File: src/rtl/draw_pkg.sv
// Shared types and constants for the board drawing stage: FSM states,
// board geometry, colours and the number-drawer glyph length.
package draw_pkg;

  typedef enum logic [2:0] {
    IDLE,
    LOAD,
    FILL,
    NUM_RST,
    DRAW,
    NEXT,
    DONE
  } draw_state_e;

  localparam int DEF_BOARD_X0   = 20;
  localparam int DEF_BOARD_Y0   = 0;
  localparam int DEF_TILE_SIZE  = 30;
  localparam int DEF_NUM_CYCLES = 141;

  localparam logic [2:0] DEF_TILE_COLOUR  = 3'b111;
  localparam logic [2:0] DEF_BLANK_COLOUR = 3'b000;
  localparam logic [2:0] DEF_NUM_COLOUR   = 3'b001;

  // Cell k of the packed board lives at bits [4k+3:4k].
  function automatic logic [3:0] cell_value(input logic [63:0] board,
                                            input logic [3:0]  idx);
    return board[{idx, 2'b00} +: 4];
  endfunction

endpackage

File: src/rtl/rect_raster.sv
// Two-level x/y raster counter over a width x height rectangle, x innermost.
// last flags the final pixel so the caller can leave its fill state.
module rect_raster (
  input  logic       clk,
  input  logic       reset,
  input  logic       clear,
  input  logic       enable,
  input  logic [4:0] width,
  input  logic [4:0] height,
  output logic [4:0] x,
  output logic [4:0] y,
  output logic       last
);

  logic [4:0] x_q, x_d;
  logic [4:0] y_q, y_d;
  logic       x_end, y_end;

  always_comb begin
    x_end = (x_q == width - 5'd1);
    y_end = (y_q == height - 5'd1);
    x_d   = x_q;
    y_d   = y_q;
    if (clear) begin
      x_d = '0;
      y_d = '0;
    end else if (enable) begin
      if (x_end) begin
        x_d = '0;
        y_d = y_end ? 5'd0 : y_q + 5'd1;
      end else begin
        x_d = x_q + 5'd1;
      end
    end
  end

  always_ff @(posedge clk) begin
    if (reset) begin
      x_q <= '0;
      y_q <= '0;
    end else begin
      x_q <= x_d;
      y_q <= y_d;
    end
  end

  assign x    = x_q;
  assign y    = y_q;
  assign last = x_end & y_end;

endmodule

File: src/rtl/board_draw_sequencer.sv
// Walks the 4x4 board in row-major order: fills each tile background, then
// hands the cell to the number-drawer bank and forwards its pixel stream.
module board_draw_sequencer
  import draw_pkg::*;
#(
  parameter int         BOARD_X0     = DEF_BOARD_X0,
  parameter int         BOARD_Y0     = DEF_BOARD_Y0,
  parameter int         TILE_SIZE    = DEF_TILE_SIZE,
  parameter int         NUM_CYCLES   = DEF_NUM_CYCLES,
  parameter logic [2:0] TILE_COLOUR  = DEF_TILE_COLOUR,
  parameter logic [2:0] BLANK_COLOUR = DEF_BLANK_COLOUR,
  parameter logic [2:0] NUM_COLOUR   = DEF_NUM_COLOUR
) (
  input  logic        clk,
  input  logic        reset,
  input  logic        start,
  input  logic [63:0] board,
  output logic        busy,
  output logic        done,
  output logic [3:0]  num_sel,
  output logic        num_reset,
  output logic        num_enable,
  output logic [7:0]  tile_x,
  output logic [6:0]  tile_y,
  input  logic [7:0]  num_x,
  input  logic [6:0]  num_y,
  output logic [7:0]  vga_x,
  output logic [6:0]  vga_y,
  output logic [2:0]  vga_colour,
  output logic        vga_plot
);

  draw_state_e state_q, state_d;
  logic [63:0] board_q, board_d;
  logic [3:0]  cell_q, cell_d;
  logic [7:0]  draw_cnt_q, draw_cnt_d;
  logic [7:0]  tile_x_q, tile_x_d;
  logic [6:0]  tile_y_q, tile_y_d;
  logic [7:0]  vga_x_q;
  logic [6:0]  vga_y_q;
  logic [2:0]  vga_colour_q;

  logic [3:0]  cur_val;
  logic        raster_en, raster_clr, raster_last;
  logic [4:0]  fx, fy;

  function automatic logic [7:0] origin_x(input logic [3:0] c);
    return 8'(BOARD_X0) + 8'(TILE_SIZE) * {6'd0, c[1:0]};
  endfunction

  function automatic logic [6:0] origin_y(input logic [3:0] c);
    return 7'(BOARD_Y0) + 7'(TILE_SIZE) * {5'd0, c[3:2]};
  endfunction

  rect_raster u_fill (
    .clk    (clk),
    .reset  (reset),
    .clear  (raster_clr),
    .enable (raster_en),
    .width  (5'(TILE_SIZE)),
    .height (5'(TILE_SIZE)),
    .x      (fx),
    .y      (fy),
    .last   (raster_last)
  );

  assign cur_val = cell_value(board_q, cell_q);
  assign num_sel = cur_val;
  assign tile_x  = tile_x_q;
  assign tile_y  = tile_y_q;

  // NOTE: every signal written here gets a default first, so no path leaves
  // one unassigned and no latch is inferred.
  always_comb begin
    state_d    = state_q;
    board_d    = board_q;
    cell_d     = cell_q;
    draw_cnt_d = '0;
    tile_x_d   = tile_x_q;
    tile_y_d   = tile_y_q;
    busy       = 1'b1;
    done       = 1'b0;
    num_reset  = 1'b0;
    num_enable = 1'b0;
    raster_en  = 1'b0;
    raster_clr = 1'b1;
    vga_plot   = 1'b0;
    vga_x      = vga_x_q;
    vga_y      = vga_y_q;
    vga_colour = vga_colour_q;

    case (state_q)
      IDLE: begin
        busy      = 1'b0;
        num_reset = 1'b1;
        if (start) state_d = LOAD;
      end
      LOAD: begin
        board_d  = board;
        cell_d   = '0;
        tile_x_d = origin_x(4'd0);
        tile_y_d = origin_y(4'd0);
        state_d  = FILL;
      end
      FILL: begin
        raster_en  = 1'b1;
        raster_clr = 1'b0;
        vga_plot   = 1'b1;
        vga_x      = tile_x_q + {3'd0, fx};
        vga_y      = tile_y_q + {2'd0, fy};
        vga_colour = (cur_val == 4'd0) ? BLANK_COLOUR : TILE_COLOUR;
        if (raster_last) state_d = (cur_val != 4'd0) ? NUM_RST : NEXT;
      end
      NUM_RST: begin
        num_reset = 1'b1;
        state_d   = DRAW;
      end
      DRAW: begin
        num_enable = 1'b1;
        vga_plot   = 1'b1;
        vga_x      = num_x;
        vga_y      = num_y;
        vga_colour = NUM_COLOUR;
        if (draw_cnt_q == 8'(NUM_CYCLES - 1)) begin
          state_d = NEXT;
        end else begin
          draw_cnt_d = draw_cnt_q + 8'd1;
        end
      end
      NEXT: begin
        if (cell_q == 4'd15) begin
          state_d = DONE;
        end else begin
          cell_d   = cell_q + 4'd1;
          tile_x_d = origin_x(cell_q + 4'd1);
          tile_y_d = origin_y(cell_q + 4'd1);
          state_d  = FILL;
        end
      end
      DONE: begin
        done    = 1'b1;
        state_d = IDLE;
      end
      default: state_d = IDLE;
    endcase
  end

  // NOTE: state is updated with non-blocking assignments so every flop
  // samples the pre-edge value of every other flop.
  always_ff @(posedge clk) begin
    if (reset) begin
      state_q      <= IDLE;
      // NOTE: the latched board is reset too, so num_sel reads 0 out of reset.
      board_q      <= '0;
      cell_q       <= '0;
      draw_cnt_q   <= '0;
      tile_x_q     <= '0;
      tile_y_q     <= '0;
      vga_x_q      <= '0;
      vga_y_q      <= '0;
      vga_colour_q <= '0;
    end else begin
      state_q      <= state_d;
      board_q      <= board_d;
      cell_q       <= cell_d;
      draw_cnt_q   <= draw_cnt_d;
      tile_x_q     <= tile_x_d;
      tile_y_q     <= tile_y_d;
      vga_x_q      <= vga_x;
      vga_y_q      <= vga_y;
      vga_colour_q <= vga_colour;
    end
  end

endmodule

File: config.mk
export PLATFORM = sky130hd
export DESIGN_NAME = board_draw_sequencer
export DESIGN_NICKNAME = d
export VERILOG_FILES = /design/src/rtl/draw_pkg.sv /design/src/rtl/rect_raster.sv /design/src/rtl/board_draw_sequencer.sv
export SDC_FILE = /design/constraint.sdc
export NUM_CORES = 1
export LEC_CHECK = 0
export CORE_ASPECT_RATIO = 0.75
export CORE_MARGIN = 2
export CORE_UTILIZATION = 51
export CTS_CLUSTER_DIAMETER = 30
export CTS_CLUSTER_SIZE = 40
export DETAILED_ROUTE_END_ITERATION = 7
export PLACE_DENSITY = 0.79
export SYNTH_ARGS = -nofsm -noshare
export SYNTH_HDL_FRONTEND = slang
export SYNTH_SLANG_ARGS = --single-unit
export TNS_END_PERCENT = 1
File: constraint.sdc
create_clock -name clk -period 4.2 [get_ports clk]
set_clock_uncertainty 0.05 [all_clocks]
set_input_delay 0.84 -clock clk [delete_from_list [all_inputs] [get_ports clk]]
set_output_delay 0.84 -clock clk [all_outputs]
set_load 0.01 [all_outputs]
==> metrics, run 1 <==
fin cells 903; setup TNS 0 ns; CTS sink count 115; # H-tree levels 4; Ports 124; Initial Util 0.532; fin. max-slew vios 0; RePlAce Congestion 0.815; Seq/Total Area, Yosys 0.416; min cycle time layout 4.11 ns; DR WL/cell 16.5 um; Req. time, crit path 3.31 ns; asr flop ratio synth 0; initial antenna violation count 0; Via density 5.54; DRC violations left 0; Max-cap violations 0; count of final setup violators 0; total grt overflow 0; final instance area 7440 sq um; hold slack 0.401 ns; DP Area 6780 sq um; synth unique cells 50; Post-DRT Antenna Nets 0; ANT cells 0; Final Hold Violating Endpoints 0; placed cell count 870; Syn Std Cell Area 5540 sq um; first-pass GRT wire length 24.1 mm; Tcrit/Tclk final 0.980; Layout Nets 860; dpl hpwl 10.1 mm; pwr/cell area 449 nW/um^2; cts bufs inserted 17; CTS root buf clkbuf_16; clock-pin slew on the worst setup and hold paths 0.05 ns; Worst-Skew Late Latency 0.41 ns; crit path kind flip-flop to output pin; Post-Syn Instances 652; vias in the first global route 4943; crit path launch type flip-flop; hold crit path type flip-flop to flip-flop; Via Count 5001; fillers 768; run status finished clean; pin count of the biggest net entering global routing 80; relative slew slack 0.448; die area 11700 sq um; share of post-route cells with drive strength above 1 0.0834; die width 124 um; initial drt markers 398; # rows 32; reported leakage power 2.87 nW; synthesis-to-layout area growth 34.2%; core outline area 10400 sq um; EDFF count, synth 0; RSZ-0062 raised after global routing no; Total GRT Usage 0.260; Die Y 94.3 um; 1st-pass router iterations 6; Syn Area/Cell 8.50 sq um; Clock Tree Buf Depth 2; Final Util 0.714; I/O Buffers 121; #FFs+latches synth 115; hold bufs inserted after CTS 0; Fmax 243 MHz; yosys warns 0; CTS tree done; VDD IR-drop max 0.000357 V; final WL 14.9 mm; Critical Path Fanout Max 6; Crit. End Element output pin; Critical Path AT 3.22 ns; worst-margin pin slew 0.828 ns; Main synth FF type dfxtp_1
## metal layers
metal	part of all wire	global-route usage	vias to the layer above
li1	-	-	2422
met1	0.43	0.308	2380
met2	0.49	0.453	164
met3	0.055	0.0649	35
met4	0.026	0.110	0
met5	0	0	-
## cells in the final DEF, fill, tap and decap left out, types with 10 or more instances in the layout
master	n
nand4_1	10
nand3_1	17
clkbuf_16	17
nor2_1	35
nand2_1	155
xor2_1	12
ha_1	22
o21ai_0	10
inv_1	20
and2_1	20
dfxtp_1	114
a21oi_1	83
clkdlybuf4s50_1	117
## cell families (layout without fill, tap and decap cells)
family,count (synthesis),in the layout,synth area share
other,1,2,0.000677
AND/OR/NAND/NOR,266,266,0.212
XOR/XNOR,20,20,0.0316
adder cells (fa/ha/maj),24,24,0.0569
AO/OA/AOI/OAI,130,130,0.136
multiplexers,27,27,0.0935
flip-flops,115,115,0.416
buffers and inverters,69,183,0.0533
## flip-flops by register name (all words and copies together) (netlist names)
name / flops
vga_y_q: 7
tile_y: 4
board_q: 64
vga_colour_q: 3
cell_q: 2
draw_cnt_q: 8
u_fill.x: 5
tile_x: 6
state_q: 3
vga_x_q: 8
u_fill.y: 5
## path summary, 6_finish.rpt
| path | slack [ns] | from | cells past startpoint | endpoint |
|---|---|---|---|---|
| worst min-delay path | 0.40 | board_q[13] | 2 | board_q[13] |
| worst max-delay path | 0.09 | tile_x[5] | 8 | vga_colour[0] |
| worst max register to register | 1.64 | tile_x[5] | 7 | vga_colour_q[1] |
| worst min register to register | 0.40 | board_q[13] | 2 | board_q[13] |
## cell type report
cell class	count	area, sq um	area share
Multi-Input combinational cell	469	2960	0.399
Sequential cell	115	2310	0.310
Timing Repair Buffer	131	1300	0.174
Clock buffer	19	443	0.0596
Clock inverter	13	183	0.0246
Tap cell	136	170	0.0229
Inverter	20	75.1	0.0101
## synthesized netlist by cell type (all sizes together), types with 2 or more instances
cell type  count  share of area
nand2        155           0.11
dfxtp        115           0.42
a21oi         83          0.075
nor2          37          0.026
clkbuf        36          0.024
ha            22          0.050
and2          20          0.023
inv           20          0.014
nand3         17          0.015
mux4          16          0.070
buf           13          0.015
xor2          12          0.019
o21ai         11         0.0099
nand4         10          0.011
a22oi          9          0.012
xnor2          8          0.013
mux2i          7          0.015
a21o           5         0.0068
a221o          5         0.0090
nor2b          5         0.0056
nor3           5         0.0045
mux2           4         0.0081
o21a           4         0.0054
and3           3         0.0034
nand2b         3         0.0034
or2            3         0.0034
or3            3         0.0034
a211oi         2         0.0027
a31oi          2         0.0023
fa             2         0.0072
o211ai         2         0.0027
o22ai          2         0.0023
## power breakdown
group	switching [mW]	total, mW	internal, mW
Combinational	0.306	0.566	0.260
Sequential	0.0619	1.25	1.18
Clock	0.518	1.52	1.01
Total	0.886	3.34	2.45
## critical path, cell delays in order (launching register included)
cell             delay, ns
dfxtp_4               0.42
buf_6                 0.16
mux4_2                0.51
mux2_2                0.29
or4_4                 0.52
mux2i_4               0.19
and2_1                0.19
nor2_1                0.05
clkdlybuf4s50_1       0.48
## stage by stage
stage / setup slack (ns) / total power [mW]
after floorplan: 0.854 / 1.59
after global placement: 0.269 / 1.81
after detailed placement: 0.168 / 1.83
after CTS: 0.00364 / 3.35
after global routing: 0.0124 / 3.46
final: 0.0850 / 3.34
## what timing repair did
action / CTS / global route
endpoints found under the setup margin: 4 / 3
buffers inserted: 0 / 1
pin swaps: 0 / 1
resized for setup: 3 / 9
Note: power is estimated with default switching activity, not from simulation.
==> run 2: changes to the inputs <==
--- a/config.mk
+++ b/config.mk
@@ -7,11 +7,12 @@
 export LEC_CHECK = 0
 export CORE_ASPECT_RATIO = 0.75
 export CORE_MARGIN = 2
-export CORE_UTILIZATION = 51
+export CORE_UTILIZATION = 52
+export CTS_BUF_LIST = sky130_fd_sc_hd__clkbuf_4
 export CTS_CLUSTER_DIAMETER = 30
 export CTS_CLUSTER_SIZE = 40
 export DETAILED_ROUTE_END_ITERATION = 7
-export PLACE_DENSITY = 0.79
+export PLACE_DENSITY = 0.82
 export SYNTH_ARGS = -nofsm -noshare
 export SYNTH_HDL_FRONTEND = slang
 export SYNTH_SLANG_ARGS = --single-unit
==> run 2 against run 1 <==
Cell area decreased by 3.4%. Sequential cell count unchanged. Utilization decreased by 1.9 points. Count of clock-buffer cells in the layout unchanged. Worst setup slack got worse by 0.036 ns. Global-route usage increased by 0.28 points. Critical path type unchanged. Highest routed layer unchanged.
==> metrics, run 2 (synthesized netlist as in run 1, its figures left out) <==
RSZ-0062 raised after global routing yes; VDD IR-drop max 0.000223 V (-38%); Final Util 0.695 (-0.0191); dpl hpwl 10.2 mm (+0.84%); Total GRT Usage 0.263 (+0.00284); share of post-route cells with drive strength above 1 0.0808 (-0.00261); Most flops, register board_q; worst-margin pin slew 1.21 ns (+0.380 ns); Regs by FF count board_q (64), draw_cnt_q (8), vga_x_q (8); CTS tree done; met3 routed WL 947 um (+15%); pwr/cell area 402 nW/um^2 (-10%); most common cell after layout, fill and taps aside nand2_1; initial drt markers 454 (+14%); crit path kind flip-flop to output pin; fin. max-slew vios 0 (unchanged); DRC violations left 0 (unchanged); wl on met1 6.06 mm (-4.9%); max reg flops 64 (unchanged); CTS sink count 115 (unchanged); Worst path max stage delay 0.53 ns (about the same); Critical Path Fanout Max 6 (unchanged); Top Metal Used met4; Fmax 241 MHz (-0.86%); Post-DRT Antenna Nets 0 (unchanged); vias in the first global route 4944 (+0.020%); pin count of the biggest net entering global routing 80 (unchanged); Tcrit/Tclk final 0.988 (+0.00853); initial antenna violation count 0 (unchanged); Layout Nets 861 (+0.12%); die area 11500 sq um (-1.9%); setup TNS 0 ns (unchanged); Final Hold Violating Endpoints 0 (unchanged); worst slack at placement 0.172 ns (+0.00454 ns); Die Y 93.4 um (-0.93%); synthesis-to-layout area growth 29.7%; die width 123 um (-0.93%); Max-cap violations 0 (unchanged); CP max stage cell mux4_1; clock-pin slew on the worst setup and hold paths 0.09 ns (+0.04 ns); cell breakdown of the critical path buf_6 -> mux4_1 -> mux2_2 -> or4_4 -> mux2i_4 -> nor2_4 -> or2_1 -> dlygate4sd2_1; Via density 5.56 (+0.38%); total grt overflow 0 (unchanged); 1st-pass router iterations 5 (-1); RePlAce Congestion 0.891 (+9.3%); hold bufs inserted after CTS 0 (unchanged); Critical Path AT 3.26 ns (+0.04 ns); met2 WL post-DR 7.33 mm (-0.27%); commonest non-fill, non-tap cells in the layout nand2_1, clkdlybuf4s50_1, dfxtp_1; CTS root buf clkbuf_4; run status finished clean; Crit. End Element output pin; final WL 14.6 mm (-2.0%); # H-tree levels 4 (unchanged); first-pass GRT wire length 23.6 mm (-2.1%); hold crit path type flip-flop to flip-flop; Worst-Skew Late Latency 0.53 ns (+0.12 ns); I/O Buffers 121 (unchanged); # rows 32 (unchanged); DR WL/cell 16.2 um (-2.0%); reported leakage power 2.76 nW (-4.1%); crit path launch type flip-flop; ANT cells 0 (unchanged); Initial Util 0.536 (+0.00413); Setup WS post-layout 0.0492 ns (-0.0358 ns); count of final setup violators 0 (unchanged); relative slew slack 0.193 (-0.255); min cycle time layout 4.15 ns (+0.0358 ns); Clock Tree Buf Depth 2 (unchanged); Req. time, crit path 3.31 ns (about the same); cts bufs inserted 17 (unchanged); Ports 124 (unchanged); Via Count 5020 (+0.38%); core outline area 10300 sq um (-0.77%)
## run 2: cell types whose count changed in the layout (fill, tap and decap cells not counted), sizes merged, moves of 2 or more
cell          change
bufinv            +3
clkinvlp          -3
dlygate4sd2       +3
dlymetal6s2s      -2
## run 2: power by group
part / switching (mW) / internal (mW)
combinational: 0.309 / 0.258
sequential: 0.0640 / 1.18
clock: 0.416 / 0.656
## run 2: stage by stage
step,hold WS (ns),power [mW],area [sq um],instances
after floorplan,0.382,1.59,5540,653
after global placement,0.391,1.80,6770,869
after global routing,0.427,3.00,7180,903
after CTS,0.407,2.88,7170,902
final,0.406,2.89,7180,903
after detailed placement,0.393,1.82,6770,869
## run 2: worst max-delay path: cells and delay by family, from the launching register on
| family | cells | cell delay (ns) |
|---|---|---|
| muxes | 3 | 1.06 |
| and+or+nand+nor | 3 | 0.82 |
| buffers and inverters | 2 | 0.44 |
| DFF | 1 | 0.42 |
## run 2: worst paths after layout
| kind | slack, ns | startpoint | to | cells past startpoint |
|---|---|---|---|---|
| setup reg to reg | 1.47 | state_q[0] | board_q[59] | 5 |
| setup / recovery | 0.05 | tile_x[5] | vga_colour[2] | 8 |
| hold / removal | 0.41 | board_q[4] | board_q[4] | 2 |
| hold reg to reg | 0.41 | board_q[4] | board_q[4] | 2 |
## run 2: area by class of cell
| class | instances | area, sq um |
|---|---|---|
| multi-input cells | 469 | 2970 |
| clock inverters | 12 | 235 |
| repair buffers | 132 | 1290 |
| well taps | 136 | 170 |
| flip-flops and latches | 115 | 2310 |
| fillers | 779 | 3150 |
| clock buffers | 19 | 143 |
| inverters | 20 | 75.1 |
## run 2: layer usage
layer	GRT usage	up-vias
li1	-	2415
met1	0.327	2375
met2	0.448	196
met3	0.0591	34
met4	0.0881	0
met5	0	-
## run 2: repair_timing
item | 4_1_cts | 5_1_grt
setup buffers | 2 | 1
pin swaps | 1 | 1
cloned | 0 | 0
gates resized for setup | 8 | 3
setup endpoints to repair | 4 | 4
hold endpoints to repair | 0 | 0
==> run 3: changes to the inputs <==
--- a/config.mk
+++ b/config.mk
@@ -7,12 +7,14 @@
 export LEC_CHECK = 0
 export CORE_ASPECT_RATIO = 0.75
 export CORE_MARGIN = 2
-export CORE_UTILIZATION = 52
+export CORE_UTILIZATION = 56
 export CTS_BUF_LIST = sky130_fd_sc_hd__clkbuf_4
 export CTS_CLUSTER_DIAMETER = 30
 export CTS_CLUSTER_SIZE = 40
 export DETAILED_ROUTE_END_ITERATION = 7
-export PLACE_DENSITY = 0.82
+export GPL_ROUTABILITY_DRIVEN = 0
+export PLACE_DENSITY = 0.88
+export RECOVER_POWER = 50
 export SYNTH_ARGS = -nofsm -noshare
 export SYNTH_HDL_FRONTEND = slang
 export SYNTH_SLANG_ARGS = --single-unit
==> constraint.sdc (replaced) <==
create_clock -name clk -period 4.84 [get_ports clk]
set_clock_uncertainty 0.05 [all_clocks]
set_input_delay 0.968 -clock clk [delete_from_list [all_inputs] [get_ports clk]]
set_output_delay 0.968 -clock clk [all_outputs]
set_load 0.01 [all_outputs]
==> run 3 against run 2 <==
The flow now finishes with violations (max-capacitance violations, max-slew violations). Hold slack improved by 0.0031 ns. Count of clock-buffer cells in the layout down 2. Register-to-register slack worse by 0.80 ns. Sequential cell count stayed put. Largest power group unchanged.
==> metrics, run 3 (synthesized netlist as in run 1, its figures left out) <==
Comb pwr share 0.225 (+0.028); Initial Util 0.574 (+0.0373); setup TNS 0 ns (unchanged); pin count of the biggest net entering global routing 81 (+1.3%); DR WL/cell 15.3 um (-5.5%); I/O Buffers 121 (unchanged); Ports 124 (unchanged); fin. max-slew vios 146 (+146); Final Hold Violating Endpoints 0 (unchanged); initial drt markers 435 (-4.2%); run status finished with violations; Critical Path AT 3.49 ns (+0.23 ns); VDD IR-drop max 0.000236 V (+5.8%); crit path launch type flip-flop; most common cell after layout, fill and taps aside nand2_1; crit path kind flip-flop to output pin; Critical Path Fanout Max 9 (+3); synthesis-to-layout area growth 25.8%; failing checks max-capacitance violations, max-slew violations; sequential group share of total power 0.495 (+0.063); power share of the clock group 0.280 (-0.092); Hold Path Cell Cnt 2 (unchanged); die area 10700 sq um (-6.9%); Regs by FF count board_q (64), draw_cnt_q (8), vga_x_q (8); # H-tree levels 4 (unchanged); Final Util 0.721 (+0.0261); Post-DRT Antenna Nets 0 (unchanged); clock-pin slew on the worst setup and hold paths 0.09 ns (about the same); Clock Tree Buf Depth 2 (unchanged); cts bufs inserted 17 (unchanged); Seq. cell area 2300 sq um (-0.11%); Most flops, register board_q; CTS resizes 0 (-8); Die Y 90.1 um (-3.5%); postcts setup bufs 0 (-2); internal reg-to-reg setup slack 0.67 ns (-0.80 ns); Max-cap violations 2 (+2); Tot Pwr 2.17 mW (-25%); CTS tree done; total grt overflow 0 (unchanged); dpl hpwl 9.82 mm (-3.4%); Via Count 4913 (-2.1%); switching part of the total 0.294 (+0.0202); placed cell count 863 (-0.69%); relative slew slack -1.34 (-1.53); Setup WS post-layout 0.330 ns (+0.281 ns); CTS root buf clkbuf_4; Reg2Reg Depth 4 (-1); die width 119 um (-3.5%); Req. time, crit path 3.82 ns (+0.51 ns); DRC violations left 0 (unchanged); ANT cells 0 (unchanged); commonest non-fill, non-tap cells in the layout nand2_1, clkdlybuf4s50_1, dfxtp_1; # rows 31 (-3.1%); hold slack 0.409 ns (+0.00313 ns); worst slack at placement 0.716 ns (+0.543 ns); min cycle time layout 4.51 ns; Multi-input gate area 2950 sq um (-0.59%); Via density 5.51 (-0.92%); share of post-route cells with drive strength above 1 0.0605 (-0.0203); Int Pwr 1.54 mW (-27%); first-pass GRT wire length 22.6 mm (-4.0%); 1st-pass router iterations 7 (+2); Total GRT Usage 0.261 (-0.00147); Tcrit/Tclk final 0.932; CTS sink count 115 (unchanged); DP Area 6750 sq um (-0.30%); crit path from tile_x[5]; Fmax 222 MHz; Crit. End Element output pin; hold crit path type flip-flop to flip-flop; CP endpoint vga_colour[2]; final WL 13.7 mm (-6.7%); worst-margin pin slew 3.49 ns (+2.28 ns); worst reg2reg endpoint board_q[12]; fillers 728 (-6.5%); reported leakage power 2.63 nW (-4.5%); vias in the first global route 4899 (-0.91%); Layout Nets 856 (-0.58%); Worst-Skew Late Latency 0.51 ns (-0.02 ns); pwr/cell area 312 nW/um^2 (-22%); count of final setup violators 0 (unchanged); launching point of the worst reg2reg path state_q[0]; fin cells 892 (-1.2%); core outline area 9660 sq um (-6.5%); hold bufs inserted after CTS 0 (unchanged); RSZ-0062 raised after global routing no; Psw 0.639 mW (-19%); final instance area 6970 sq um (-3.0%); initial antenna violation count 0 (unchanged); max reg flops 64 (unchanged)
[run 3: cell count changes in the layout (fill, tap and decap cells not counted), sizes merged]
cell / previous run / this run
buf: 12 / 6
clkinv: 4 / 10
bufinv: 7 / 2
clkdlybuf4s50: 116 / 120
dlygate4sd2: 4 / 0
clkbuf: 19 / 18
clkinvlp: 1 / 0
[run 3: worst min path at each step]
stage	start	endpoint	slack [ns]
detailed placement	board_q[46]	board_q[46]	0.40
floorplan	board_q[21]	board_q[21]	0.38
finish	board_q[62]	board_q[62]	0.41
global placement	board_q[62]	board_q[62]	0.39
global route	board_q[62]	board_q[62]	0.42
CTS	board_q[36]	board_q[36]	0.41
[run 3: cell type report]
cell class | instances | share of cell area
clock buffer | 17 | 0.0183
clock inverter | 12 | 0.0142
inverter | 20 | 0.0108
multi-input combinational | 469 | 0.423
sequential | 115 | 0.331
tap | 132 | 0.0237
timing repair buffer | 127 | 0.179
[run 3: worst max-delay path: stages, from the launching register on]
cell	delay, ns
dfxtp_2	0.49
mux4_1	0.60
mux2_2	0.30
or4_4	0.55
mux2i_4	0.22
nor2_2	0.09
or2_1	0.25
clkdlybuf4s50_1	0.48
[run 3: metal layers]
layer	part of all wire	routed length (um)	GRT usage
met5	0	0	0
met4	0.018	248	0.0873
met3	0.063	863	0.0679
met2	0.48	6580	0.437
met1	0.44	5960	0.328
[run 3: power by group through the flow]
stage | clock [mW] | combinational (mW) | sequential, mW
after CTS | 0.613 | 0.482 | 1.08
after detailed placement | 0 | 0.480 | 1.10
final | 0.609 | 0.489 | 1.08
after global routing | 0.664 | 0.534 | 1.09
after floorplan | 0 | 0.304 | 1.07
after global placement | 0 | 0.465 | 1.09
